`config.mk`:
```
export PLATFORM = sky130hd
export DESIGN_NAME = color_corrector_csr_bank_flat
export DESIGN_NICKNAME = d
export VERILOG_FILES = /design/src/rtl/color_corrector_csr_bank_if.sv /design/src/rtl/color_corrector_csr_bank.sv /design/src/flat_wrapper.sv
export SDC_FILE = /design/constraint.sdc
export NUM_CORES = 1
export LEC_CHECK = 0
export ABC_AREA = 1
export BUFFER_PORTS_ARGS = -buffer_cell sky130_fd_sc_hd__buf_4
export CAP_MARGIN = 10
export CORE_MARGIN = 4
export CORE_UTILIZATION = 63
export DETAILED_ROUTE_END_ITERATION = 8
export PLACE_DENSITY_LB_ADDON = 0.05
export SLEW_MARGIN = 20
export SYNTH_ARGS = -nofsm -noshare
export SYNTH_HDL_FRONTEND = slang
export SYNTH_SLANG_ARGS = --single-unit
```
`constraint.sdc`:
```
create_clock -name clk_i -period 4.14 [get_ports clk_i]
set_input_delay 0.414 -clock clk_i [delete_from_list [all_inputs] [get_ports clk_i]]
set_output_delay 0.414 -clock clk_i [all_outputs]
set_load 0.01 [all_outputs]
```
`src/rtl/color_corrector_csr_bank_if.sv`:
```
// ============================================================================
// Module   : axi4_lite_if
// Brief    : 32-bit address / 32-bit data AXI4-Lite bundle for the CSR bank.
// Revision : 1.0 - initial release
// ============================================================================
`default_nettype none

interface axi4_lite_if;
    logic [31:0] awaddr;
    logic        awvalid;
    logic        awready;
    logic [31:0] wdata;
    logic [3:0]  wstrb;
    logic        wvalid;
    logic        wready;
    logic [1:0]  bresp;
    logic        bvalid;
    logic        bready;
    logic [31:0] araddr;
    logic        arvalid;
    logic        arready;
    logic [31:0] rdata;
    logic [1:0]  rresp;
    logic        rvalid;
    logic        rready;

    modport slave (
        input  awaddr, awvalid, wdata, wstrb, wvalid, bready, araddr, arvalid, rready,
        output awready, wready, bresp, bvalid, arready, rdata, rresp, rvalid
    );

    modport master (
        output awaddr, awvalid, wdata, wstrb, wvalid, bready, araddr, arvalid, rready,
        input  awready, wready, bresp, bvalid, arready, rdata, rresp, rvalid
    );
endinterface

`default_nettype wire

```
`src/rtl/color_corrector_csr_bank.sv`:
```
// ============================================================================
// Module   : color_corrector_csr_bank
// Brief    : AXI4-Lite CSR bank with double-buffered colour coefficients,
//            committed atomically on frame start.
// Revision : 1.0 - initial release
// ============================================================================
`default_nettype none

module color_corrector_csr_bank #(
    parameter logic [31:0] BASE_ADDR = 32'h0000_0000,
    parameter int          COEF_CNT  = 12,
    parameter int          COEF_W    = 20
) (
    input  logic                         clk_i,
    input  logic                         rst_n_i,
    axi4_lite_if.slave                   csr_i,
    input  logic                         sof_i,
    output logic [COEF_CNT*COEF_W-1:0]   coef_o,
    output logic                         bypass_o,
    output logic                         commit_o
);

    localparam int                 c_sel_w       = $clog2(COEF_CNT);
    localparam logic [31:0]        c_cnt         = COEF_CNT;
    localparam logic [c_sel_w-1:0] c_sel_one     = c_sel_w'(1);
    localparam logic [1:0]         c_resp_okay   = 2'b00;
    localparam logic [1:0]         c_resp_slverr = 2'b10;
    localparam logic [29:0]        c_idx_ctrl    = 30'd0;
    localparam logic [29:0]        c_idx_status  = 30'd1;
    localparam logic [29:0]        c_idx_sel     = 30'd2;
    localparam logic [29:0]        c_idx_shadow  = 30'd3;
    localparam logic [29:0]        c_idx_active  = 30'd4;

    logic [COEF_W-1:0]  r_shadow [COEF_CNT];
    logic [COEF_W-1:0]  r_active [COEF_CNT];
    logic               r_pending;
    logic               r_auto_commit;
    logic               r_bypass;
    logic               r_auto_inc;
    logic [c_sel_w-1:0] r_sel;
    logic [7:0]         r_commit_cnt;
    logic               r_commit;

    logic               r_aw_held;
    logic [31:0]        r_awaddr;
    logic               r_w_held;
    logic [31:0]        r_wdata;
    logic [3:0]         r_wstrb;
    logic               r_bvalid;
    logic [1:0]         r_bresp;
    logic               r_rvalid;
    logic [31:0]        r_rdata;
    logic [1:0]         r_rresp;

    logic               w_awready;
    logic               w_wready;
    logic [31:0]        w_woff;
    logic [29:0]        w_widx;
    logic [31:0]        w_roff;
    logic [29:0]        w_ridx;
    logic [31:0]        w_sel32;
    logic               w_sel_ok;
    logic               w_sel_last;
    logic [c_sel_w-1:0] w_sel_idx;
    logic               w_wr_fire;
    logic               w_wr_err;
    logic               w_wr_ok;
    logic               w_ctrl_wr;
    logic               w_sel_wr;
    logic               w_shadow_wr;
    logic               w_commit;
    logic [31:0]        w_wmask;
    logic [31:0]        w_shadow_cur;
    logic [31:0]        w_merged;
    logic [COEF_W-1:0]  w_shadow_new;
    logic [31:0]        w_rd_data;
    logic               w_rd_err;
    logic               w_unused;

    // A captured channel blocks itself until its partner arrives; a pending
    // response blocks both.
    assign w_awready = !r_aw_held && !r_bvalid;
    assign w_wready  = !r_w_held && !r_bvalid;

    assign csr_i.awready = w_awready;
    assign csr_i.wready  = w_wready;
    assign csr_i.bvalid  = r_bvalid;
    assign csr_i.bresp   = r_bresp;
    assign csr_i.arready = !r_rvalid;
    assign csr_i.rvalid  = r_rvalid;
    assign csr_i.rdata   = r_rdata;
    assign csr_i.rresp   = r_rresp;

    assign w_woff     = r_awaddr - BASE_ADDR;
    assign w_widx     = w_woff[31:2];
    assign w_roff     = csr_i.araddr - BASE_ADDR;
    assign w_ridx     = w_roff[31:2];
    assign w_sel32    = 32'(r_sel);
    assign w_sel_ok   = w_sel32 < c_cnt;
    assign w_sel_last = w_sel32 == (c_cnt - 32'd1);
    assign w_sel_idx  = w_sel_ok ? r_sel : '0;

    assign w_wr_fire   = r_aw_held && r_w_held;
    assign w_wr_ok     = w_wr_fire && !w_wr_err;
    assign w_ctrl_wr   = w_wr_ok && (w_widx == c_idx_ctrl) && r_wstrb[0];
    assign w_sel_wr    = w_wr_ok && (w_widx == c_idx_sel) && r_wstrb[0];
    assign w_shadow_wr = w_wr_ok && (w_widx == c_idx_shadow);
    assign w_commit    = sof_i && (r_pending || r_auto_commit);

    assign w_wmask      = {{8{r_wstrb[3]}}, {8{r_wstrb[2]}}, {8{r_wstrb[1]}}, {8{r_wstrb[0]}}};
    assign w_shadow_cur = 32'(r_shadow[w_sel_idx]);
    assign w_merged     = (w_shadow_cur & ~w_wmask) | (r_wdata & w_wmask);
    assign w_shadow_new = w_merged[COEF_W-1:0];

    assign w_unused = ^{w_woff[1:0], w_roff[1:0], w_merged};

    always_comb begin
        w_wr_err = 1'b0;
        case (w_widx)
            c_idx_ctrl, c_idx_status, c_idx_sel: w_wr_err = 1'b0;
            c_idx_shadow, c_idx_active:          w_wr_err = !w_sel_ok;
            default:                             w_wr_err = 1'b1;
        endcase
    end

    always_comb begin
        w_rd_data = '0;
        w_rd_err  = 1'b0;
        case (w_ridx)
            c_idx_ctrl:   w_rd_data = {28'd0, r_auto_inc, r_bypass, r_auto_commit, r_pending};
            c_idx_status: w_rd_data = {16'd0, r_commit_cnt, 7'd0, r_pending};
            c_idx_sel:    w_rd_data = w_sel32;
            c_idx_shadow: begin
                if (w_sel_ok) w_rd_data = 32'(r_shadow[w_sel_idx]);
                else          w_rd_err  = 1'b1;
            end
            c_idx_active: begin
                if (w_sel_ok) w_rd_data = 32'(r_active[w_sel_idx]);
                else          w_rd_err  = 1'b1;
            end
            default:      w_rd_err = 1'b1;
        endcase
    end

    always_ff @(posedge clk_i or negedge rst_n_i) begin : p_wr_chan
        if (!rst_n_i) begin
            r_aw_held <= 1'b0;
            r_awaddr  <= '0;
            r_w_held  <= 1'b0;
            r_wdata   <= '0;
            r_wstrb   <= '0;
            r_bvalid  <= 1'b0;
            r_bresp   <= c_resp_okay;
        end else begin
            if (csr_i.awvalid && w_awready) begin
                r_aw_held <= 1'b1;
                r_awaddr  <= csr_i.awaddr;
            end
            if (csr_i.wvalid && w_wready) begin
                r_w_held <= 1'b1;
                r_wdata  <= csr_i.wdata;
                r_wstrb  <= csr_i.wstrb;
            end
            if (w_wr_fire) begin
                r_aw_held <= 1'b0;
                r_w_held  <= 1'b0;
                r_bvalid  <= 1'b1;
                r_bresp   <= w_wr_err ? c_resp_slverr : c_resp_okay;
            end else if (r_bvalid && csr_i.bready) begin
                r_bvalid <= 1'b0;
                r_bresp  <= c_resp_okay;
            end
        end
    end

    always_ff @(posedge clk_i or negedge rst_n_i) begin : p_rd_chan
        if (!rst_n_i) begin
            r_rvalid <= 1'b0;
            r_rdata  <= '0;
            r_rresp  <= c_resp_okay;
        end else if (csr_i.arvalid && !r_rvalid) begin
            r_rvalid <= 1'b1;
            r_rdata  <= w_rd_err ? 32'd0 : w_rd_data;
            r_rresp  <= w_rd_err ? c_resp_slverr : c_resp_okay;
        end else if (r_rvalid && csr_i.rready) begin
            r_rvalid <= 1'b0;
            r_rdata  <= '0;
            r_rresp  <= c_resp_okay;
        end
    end

    always_ff @(posedge clk_i or negedge rst_n_i) begin : p_ctrl
        if (!rst_n_i) begin
            r_pending     <= 1'b0;
            r_auto_commit <= 1'b0;
            r_bypass      <= 1'b0;
            r_auto_inc    <= 1'b0;
            r_sel         <= '0;
            r_commit_cnt  <= '0;
            r_commit      <= 1'b0;
        end else begin
            if (w_ctrl_wr) begin
                r_auto_commit <= r_wdata[1];
                r_bypass      <= r_wdata[2];
                r_auto_inc    <= r_wdata[3];
            end
            // A fresh arm wins over a concurrent commit so it is not lost.
            if (w_ctrl_wr && r_wdata[0]) r_pending <= 1'b1;
            else if (w_commit)           r_pending <= 1'b0;
            if (w_commit) r_commit_cnt <= r_commit_cnt + 8'd1;
            r_commit <= w_commit;
            if (w_sel_wr)                       r_sel <= r_wdata[c_sel_w-1:0];
            else if (w_shadow_wr && r_auto_inc) r_sel <= w_sel_last ? '0 : r_sel + c_sel_one;
        end
    end

    always_ff @(posedge clk_i or negedge rst_n_i) begin : p_bank
        if (!rst_n_i) begin
            for (int k = 0; k < COEF_CNT; k++) begin
                r_shadow[k] <= '0;
                r_active[k] <= '0;
            end
        end else begin
            if (w_commit) begin
                for (int k = 0; k < COEF_CNT; k++) r_active[k] <= r_shadow[k];
            end
            if (w_shadow_wr) r_shadow[w_sel_idx] <= w_shadow_new;
        end
    end

    for (genvar k = 0; k < COEF_CNT; k++) begin : g_coef
        assign coef_o[(k+1)*COEF_W-1 -: COEF_W] = r_active[k];
    end

    assign bypass_o = r_bypass;
    assign commit_o = r_commit;

endmodule

`default_nettype wire

```
`src/flat_wrapper.sv`:
```
// flat-port wrapper written by rule: the top's interface ports become plain ports
module color_corrector_csr_bank_flat 
#(
    parameter logic [31:0] BASE_ADDR = 32'h0000_0000,
    parameter int          COEF_CNT  = 12,
    parameter int          COEF_W    = 20
)
  (clk_i, rst_n_i, sof_i, coef_o, bypass_o, commit_o, csr_i_awaddr, csr_i_awvalid, csr_i_wdata, csr_i_wstrb, csr_i_wvalid, csr_i_bready, csr_i_araddr, csr_i_arvalid, csr_i_rready, csr_i_awready, csr_i_wready, csr_i_bresp, csr_i_bvalid, csr_i_arready, csr_i_rdata, csr_i_rresp, csr_i_rvalid);
  axi4_lite_if csr_i_i ();
  input  logic clk_i;
  input  logic rst_n_i;
  input  logic sof_i;
  output logic [COEF_CNT*COEF_W-1:0] coef_o;
  output logic bypass_o;
  output logic commit_o;
  input wire logic [$bits(csr_i_i.awaddr)-1:0] csr_i_awaddr;
  input wire logic [$bits(csr_i_i.awvalid)-1:0] csr_i_awvalid;
  input wire logic [$bits(csr_i_i.wdata)-1:0] csr_i_wdata;
  input wire logic [$bits(csr_i_i.wstrb)-1:0] csr_i_wstrb;
  input wire logic [$bits(csr_i_i.wvalid)-1:0] csr_i_wvalid;
  input wire logic [$bits(csr_i_i.bready)-1:0] csr_i_bready;
  input wire logic [$bits(csr_i_i.araddr)-1:0] csr_i_araddr;
  input wire logic [$bits(csr_i_i.arvalid)-1:0] csr_i_arvalid;
  input wire logic [$bits(csr_i_i.rready)-1:0] csr_i_rready;
  output wire logic [$bits(csr_i_i.awready)-1:0] csr_i_awready;
  output wire logic [$bits(csr_i_i.wready)-1:0] csr_i_wready;
  output wire logic [$bits(csr_i_i.bresp)-1:0] csr_i_bresp;
  output wire logic [$bits(csr_i_i.bvalid)-1:0] csr_i_bvalid;
  output wire logic [$bits(csr_i_i.arready)-1:0] csr_i_arready;
  output wire logic [$bits(csr_i_i.rdata)-1:0] csr_i_rdata;
  output wire logic [$bits(csr_i_i.rresp)-1:0] csr_i_rresp;
  output wire logic [$bits(csr_i_i.rvalid)-1:0] csr_i_rvalid;
  assign csr_i_i.awaddr = csr_i_awaddr;
  assign csr_i_i.awvalid = csr_i_awvalid;
  assign csr_i_i.wdata = csr_i_wdata;
  assign csr_i_i.wstrb = csr_i_wstrb;
  assign csr_i_i.wvalid = csr_i_wvalid;
  assign csr_i_i.bready = csr_i_bready;
  assign csr_i_i.araddr = csr_i_araddr;
  assign csr_i_i.arvalid = csr_i_arvalid;
  assign csr_i_i.rready = csr_i_rready;
  assign csr_i_awready = csr_i_i.awready;
  assign csr_i_wready = csr_i_i.wready;
  assign csr_i_bresp = csr_i_i.bresp;
  assign csr_i_bvalid = csr_i_i.bvalid;
  assign csr_i_arready = csr_i_i.arready;
  assign csr_i_rdata = csr_i_i.rdata;
  assign csr_i_rresp = csr_i_i.rresp;
  assign csr_i_rvalid = csr_i_i.rvalid;
  color_corrector_csr_bank #(.BASE_ADDR(BASE_ADDR), .COEF_CNT(COEF_CNT), .COEF_W(COEF_W)) u_core (.clk_i(clk_i), .rst_n_i(rst_n_i), .csr_i(csr_i_i), .sof_i(sof_i), .coef_o(coef_o), .bypass_o(bypass_o), .commit_o(commit_o));
endmodule
```
Yosys cells after proc, flatten, opt, wreduce, memory -nomap -nowiden
Index checks and enable logic that the tools add are counted.
W data, S select, Z words.
{"block": "totals", "regBits": 592, "word_cells": 135}
{"block": "classes", "addsub": 2, "magnitude_cmp": 3, "eq_ne": 9, "muxes": 38, "bitwise": 5, "reduce_logical": 37}
{"operator": "$bwmux W240", "count": 1}
{"operator": "$bmux W20 S4", "count": 2}
{"operator": "$pmux W32 S5", "count": 1}
{"operator": "$mux W20", "count": 7}
{"operator": "$eq A30 B2 Y1 const B", "count": 4}
{"operator": "$mux W32", "count": 3}
{"operator": "$demux W20 S4", "count": 1}
{"operator": "$eq A30 B1 Y1 const B", "count": 2}
{"operator": "$eq A30 B3 Y1 const B", "count": 2}
{"operator": "$logic_not A30 Y1", "count": 2}
{"operator": "$and A20 B20 Y20", "count": 2}
{"operator": "$not A20 Y20", "count": 1}
{"operator": "$or A20 B20 Y20", "count": 1}
{"operator": "$logic_and A1 B1 Y1", "count": 18}
{"operator": "$mux W4", "count": 4}
{"operator": "$mux W2", "count": 6}
{"operator": "$reduce_bool A2 Y1", "count": 6}
{"operator": "$mux W1", "count": 11}
{"operator": "$add A8 B1 Y8 const B", "count": 1}
{"operator": "$logic_not A1 Y1", "count": 6}
{"operator": "$reduce_or A3 Y1", "count": 2}
{"operator": "$ge A5 B5 Y1 const B", "count": 1}
{"operator": "$lt A5 B1 Y1 const B", "count": 1}
{"operator": "$not A4 Y5", "count": 1}
{"operator": "6 further kinds", "count": 8}

Logic depth before layout (Yosys ltp)
{"block": "logic_depth", "word_depth": 10, "depth_mapped": 18}

Worst setup path before layout
OpenSTA, ideal clock, no wires.
{"block": "synth_timing", "path_type": "register -> register", "from": "reg u_core.r_sel[2]", "to": "reg u_core.r_shadow[173] (netlist bit)", "setup_time_ns": 0.132, "arrival_time_ns": 2.009, "setup_slack_ns": 1.999, "path_stages_with_launch": 15, "synth_period_minus_slack_ns": 2.141, "cell_sequence": "dfrtp_1 > inv_1 > ha_1 > inv_1 > nand2_1 > clkinv_1 > clkbuf_1 > nand2_1 > nand2_1 > inv_1 > nand2_1 > nand2_1 > buf_4 > nand3_1 > o21ai_0"}
{"block": "synth_between", "elab_chain_len": 9, "word_cells_on_any_way": 19}
{"element": "from (decl)", "line_no": "color_corrector_csr_bank.sv:40", "source": "logic [c_sel_w-1:0] r_sel;"}
{"element": "from (signal assigned)", "line_no": "color_corrector_csr_bank.sv:212", "source": "if (w_sel_wr) r_sel <= r_wdata[c_sel_w-1:0];"}
{"element": "from (signal assigned)", "line_no": "color_corrector_csr_bank.sv:213", "source": "else if (w_shadow_wr && r_auto_inc) r_sel <= w_sel_last ? '0 : r_sel + c_sel_one;"}
{"element": "$lt A4 B4 Y1", "line_no": "color_corrector_csr_bank.sv:99", "source": "assign w_sel_ok = w_sel32 < c_cnt;"}
{"element": "$mux W4", "line_no": "color_corrector_csr_bank.sv:101", "source": "assign w_sel_idx = w_sel_ok ? r_sel : '0;"}
{"element": "$not A4 Y5 (not written as such)", "line_no": "color_corrector_csr_bank.sv:111, color_corrector_csr_bank.sv:227"}
{"element": "$bmux W20 S4", "line_no": "color_corrector_csr_bank.sv:111", "source": "assign w_shadow_cur = 32'(r_shadow[w_sel_idx]);"}
{"element": "$mux W20 (not written as such) (2 in series)", "line_no": "color_corrector_csr_bank.sv:111"}
{"element": "$and A20 B20 Y20", "line_no": "color_corrector_csr_bank.sv:112", "source": "assign w_merged = (w_shadow_cur & ~w_wmask) | (r_wdata & w_wmask);"}
{"element": "$or A20 B20 Y20", "line_no": "color_corrector_csr_bank.sv:112"}
{"element": "$bwmux W240", "line_no": "color_corrector_csr_bank.sv:227", "source": "if (w_shadow_wr) r_shadow[w_sel_idx] <= w_shadow_new;"}
{"element": "to (signal, indexed assignment)", "line_no": "color_corrector_csr_bank.sv:227"}
{"element": "to (decl)", "line_no": "color_corrector_csr_bank.sv:34", "source": "logic [COEF_W-1:0] r_shadow [COEF_CNT];"}
Several ways; a longest one is shown, not always the timed one. The select of a mux whose other input is x is not followed.
A chain may end at the register's enable or synchronous reset.

Worst setup path in the final report
{"block": "layout_timing", "from": "reg u_core.r_sel[2]", "to": "reg u_core.r_shadow[92] (netlist bit)"}
Same word-level chain as after synthesis.

==> Flow_metrics.wiki <==
{| class="wikitable"
! Metric !! Value
|-
| Via count || 27.2k
|-
| Met3 capacity usage during global routing || 0.117
|-
| Num ports || between 300 and 400
|-
| Count of nets after finishing || 4204
|-
| Overall power || 0.0134 W
|-
| Maximum achievable frequency || ~0.29 GHz
|-
| CTS max path bufs || 3
|-
| Final setup fails || 0
|-
| Number of antenna violations at the first check in global routing || 0
|-
| GRT Residual Overflow || 0
|-
| Type of the setup path with the least slack || reg2reg
|-
| Sequential fraction of the synthesis area || 0.508
|-
| Reg-to-Reg End || u_core.r_shadow[92]
|-
| Std-Cell Rows || 77
|-
| Global-route wire length before repair || between 100 and 150 mm
|-
| Post-synthesis async set-or-reset flop share || 1.00
|-
| Number of buffers added by the clock tree synthesis step || 58
|-
| Reg power frac || 0.454
|-
| Number of synthesized register bits || 576
|-
| Leading cell types by count after synthesis || sky130_fd_sc_hd__nand2_1 (1647), sky130_fd_sc_hd__dfrtp_1 (576), sky130_fd_sc_hd__nand3_1 (361)
|-
| Resize count post-CTS || 0
|-
| Power density over the cells || 403 nW/um^2
|-
| Worst reg2reg startpoint || u_core.r_sel[2]
|-
| Detailed Route WL || roughly 95 mm
|-
| Count of input and output buffers || between 300 and 400
|-
| Critical path arrival || between 4 and 5 ns
|-
| Post-synthesis cell count || approximately 3.8k
|-
| Reg2Reg Depth || 12
|-
| Ratio of final minimum period to clock period || 0.839
|-
| Estimated wirelength of the detail-placed design || about 64 mm
|-
| Gpl congestion || ~0.96
|-
| Share of Yosys cell area claimed by the top area cell type || 0.508
|-
| Number of buffers inserted by hold repair at cts || 4
|-
| Number of optimization iterations in the first detailed-route pass || 8
|-
| Fin util || 0.752
|-
| Count of flip-flops with a built-in enable after synthesis || 0
|-
| Mean cell area of the mapped netlist || roughly 7.4 um^2
|-
| Footprint of the multi-input gates || around 12000 um^2
|-
| Maximum clock skew at final layout || approximately 0.016 ns
|-
| Max-slew headroom at the worst pin || 0.215
|-
| CTS sink cnt || 576
|-
| Most used routing layer in global routing || met2
|-
| Setup Buffers After CTS || 0
|-
| Setup repair after global routing missed its margin || no
|-
| Number of DRC markers in iteration 0 || about 3.7k
|-
| CTS H-tree lvls || 2
|-
| Yosys warning total || 0
|-
| Total die area || 48500 um^2
|-
| Count of unresolved DRC violations after routing || 0
|-
| Crit. End Element || flop
|-
| Total global-route track usage || 0.388
|-
| Startpoint types || flop
|-
| Number of endpoints with negative hold slack in the final report || 0
|-
| Endpoint required time on the critical path || 4.69 ns
|-
| Met2 Resource Use GR || 0.564
|-
| Final hold slack || between 0.03 and 0.04 ns
|-
| Switching pwr || around 0.0040 W
|-
| Routed Antenna Nets || 0
|-
| Clock share of power || 0.388
|-
| Total negative setup slack || 0 ns
|-
| Crit path capture || u_core.r_shadow[92]
|-
| Worst IR Drop VDD || approximately 520 uV
|-
| Post-Syn Area || 28400 um^2
|-
| Clock-pin transition on the worst setup and hold timing paths || approximately 0.06 ns
|-
| Largest fanout on the critical path || 26
|-
| Max cap viols || 0
|-
| Number of unique standard cell types used by synthesis || 34
|-
| Count of inserted antenna diode cells || 0
|-
| Transition at the pin with the smallest max-transition slack || roughly 1.2 ns
|-
| Pin count of the biggest net entering global routing || 220
|-
| Final-report max-slew violation count || 0
|-
| Placed cell count || 4618
|-
| Top FF cell, synth || sky130_fd_sc_hd__dfrtp_1
|-
| Cell-internal power || 0.00943 W
|-
| Result of the run || finished, final reports clean
|-
| CP startpoint || u_core.r_sel[2]
|-
| Area growth from synthesis to layout || 17.4%
|-
| Switching portion of total power || 0.297
|-
| Initial standard-cell utilization of the core || 0.640
|-
| Final period demand of the worst path || 3.47 ns
|-
| Ratio of routed vias to standard cells || around 5.8
|-
| Classification of the worst-slack hold path || in2reg
|-
| Largest cells by area after synthesis || sky130_fd_sc_hd__dfrtp_1 (51%), sky130_fd_sc_hd__nand2_1 (22%), sky130_fd_sc_hd__nand3_1 (6.4%), sky130_fd_sc_hd__o21ai_0 (3.9%), sky130_fd_sc_hd__nor2_1 (3.8%)
|-
| Horizontal extent of the die || about 220 um
|-
| Portion of total power attributed to combinational logic || 0.158
|-
| Clock tree from TritonCTS || done
|-
| Setup slack on the worst flop-to-flop path || ~0.67 ns
|-
| GR met1 Demand/Resource || 0.553
|-
| Insertion delay of the later-clocked pin in the worst-skew pair || a little over 0.6 ns
|-
| Leakage power total || about 18 nW
|-
| Routed wirelength normalized by instance count || approximately 20 um
|-
| Fillers || 3479
|-
| Clock root buffer master || sky130_fd_sc_hd__clkbuf_16
|-
| Most frequent cell after synthesis || sky130_fd_sc_hd__nand2_1
|-
| Area occupied by registers || about 14000 um^2
|-
| Number of cells in the finished layout apart from fillers || 4720
|-
| Top cell type by total area after synthesis || sky130_fd_sc_hd__dfrtp_1
|-
| Layout cell share with drive strength beyond 1 || 0.148
|-
| Via count of the first global-routing pass || ~25k
|-
| Placeable Area || 44300 um^2
|-
| Die span in y || 220 um
|}
==> critical path, cell delays in order, from the launching register on <==
cell and delay [ns]:
sky130_fd_sc_hd__dfrtp_1 0.45, sky130_fd_sc_hd__inv_1 0.16, sky130_fd_sc_hd__ha_1 0.19, sky130_fd_sc_hd__inv_1 0.17, sky130_fd_sc_hd__nand2_1 0.14, sky130_fd_sc_hd__clkinv_1 0.91
sky130_fd_sc_hd__nand2_1 0.33, sky130_fd_sc_hd__nand2_1 0.09, sky130_fd_sc_hd__inv_1 0.08, sky130_fd_sc_hd__nand2_1 0.05, sky130_fd_sc_hd__nand2_1 0.57, sky130_fd_sc_hd__nand3_1 0.16
sky130_fd_sc_hd__nand2_1 0.10
==> metal layers <==
metal  routed length [um]  share of wire  up-vias
met3                13200           0.14      269
met4                 4070          0.043        0
li1                     -              -    12400
met1                36600           0.39    12800
met2                40900           0.43     1763
met5                    0              0        -
==> final cells by class <==
| type | count | area share |
|---|---|---|
| timing repair buffer | 430 | 0.103 |
| multi-input combinational | 2746 | 0.355 |
| clock inverter | 10 | 0.00225 |
| sequential | 576 | 0.433 |
| tap | 592 | 0.0222 |
| inverter | 278 | 0.0314 |
| clock buffer | 88 | 0.0534 |
==> worst min path at each step <==
stage / slack [ns] / cells after the start / endpoint / start
6_report: 0.03 / 2 / u_core.r_awaddr[10] / csr_i_awaddr[10]
5_1_grt: 0.02 / 2 / u_core.r_wdata[17] / csr_i_wdata[17]
4_1_cts: 0.01 / 2 / u_core.r_awaddr[31] / csr_i_awaddr[31]
3_5_place_dp: 0.47 / 2 / u_core.r_shadow[113] / u_core.r_shadow[113]
3_3_place_gp: 0.46 / 2 / u_core.r_shadow[94] / u_core.r_shadow[94]
2_1_floorplan: 0.12 / 0 / u_core.bypass_o / rst_n_i
==> power by group through the flow <==
stage	combinational, W	sequential, W	clock, W
after detailed placement	0.00201	0.00617	0
final	0.00212	0.00608	0.00521
after global routing	0.00224	0.00611	0.00544
after global placement	0.00198	0.00616	0
after CTS	0.00203	0.00608	0.00521
after floorplan	0.00129	0.00614	0
==> cells by family (layout without fill, tap and decap cells) <==
group / Yosys count / in the layout / share of synthesized area
xor+xnor: 8 / 8 / 0.00247
other cells: 1 / 14 / 0.000132
compound gates: 311 / 311 / 0.0555
buf+inv: 525 / 806 / 0.0782
mux: 41 / 41 / 0.0163
simple gates: 2366 / 2366 / 0.337
flops: 576 / 576 / 0.508
fa+ha+maj: 6 / 6 / 0.00265
==> metrics by stage <==
stage	cell area, um^2	worst slack [ns]
after CTS	33300	0.865
after detailed placement	31400	0.909
after global routing	33300	0.612
after global placement	31400	0.982
after floorplan	28400	2.00
final	33300	0.667
==> cell usage in the layout, fill, tap and decap left out, drive strengths merged, types with 6 or more instances in the layout <==
| cell type | count |
|---|---|
| a21oi | 45 |
| buf | 426 |
| clkbuf | 88 |
| clkinv | 12 |
| conb | 14 |
| dfrtp | 576 |
| ha | 6 |
| inv | 275 |
| mux2 | 41 |
| nand2 | 1651 |
| nand3 | 361 |
| nand4 | 22 |
| nor2 | 295 |
| nor3 | 13 |
| o21ai | 251 |
| o22ai | 15 |
| or2 | 21 |
==> registers in the layout (all words and copies together), names as in the netlist, 3 cells and up <==
register	cells
u_core.r_commit_cnt	8
u_core.r_awaddr	30
u_core.r_shadow	240
u_core.r_wdata	20
u_core.r_wstrb	3
u_core.csr_i.rdata	20
u_core.r_sel	4
u_core.coef_o	240
Note: power is estimated with default switching activity, not from simulation.
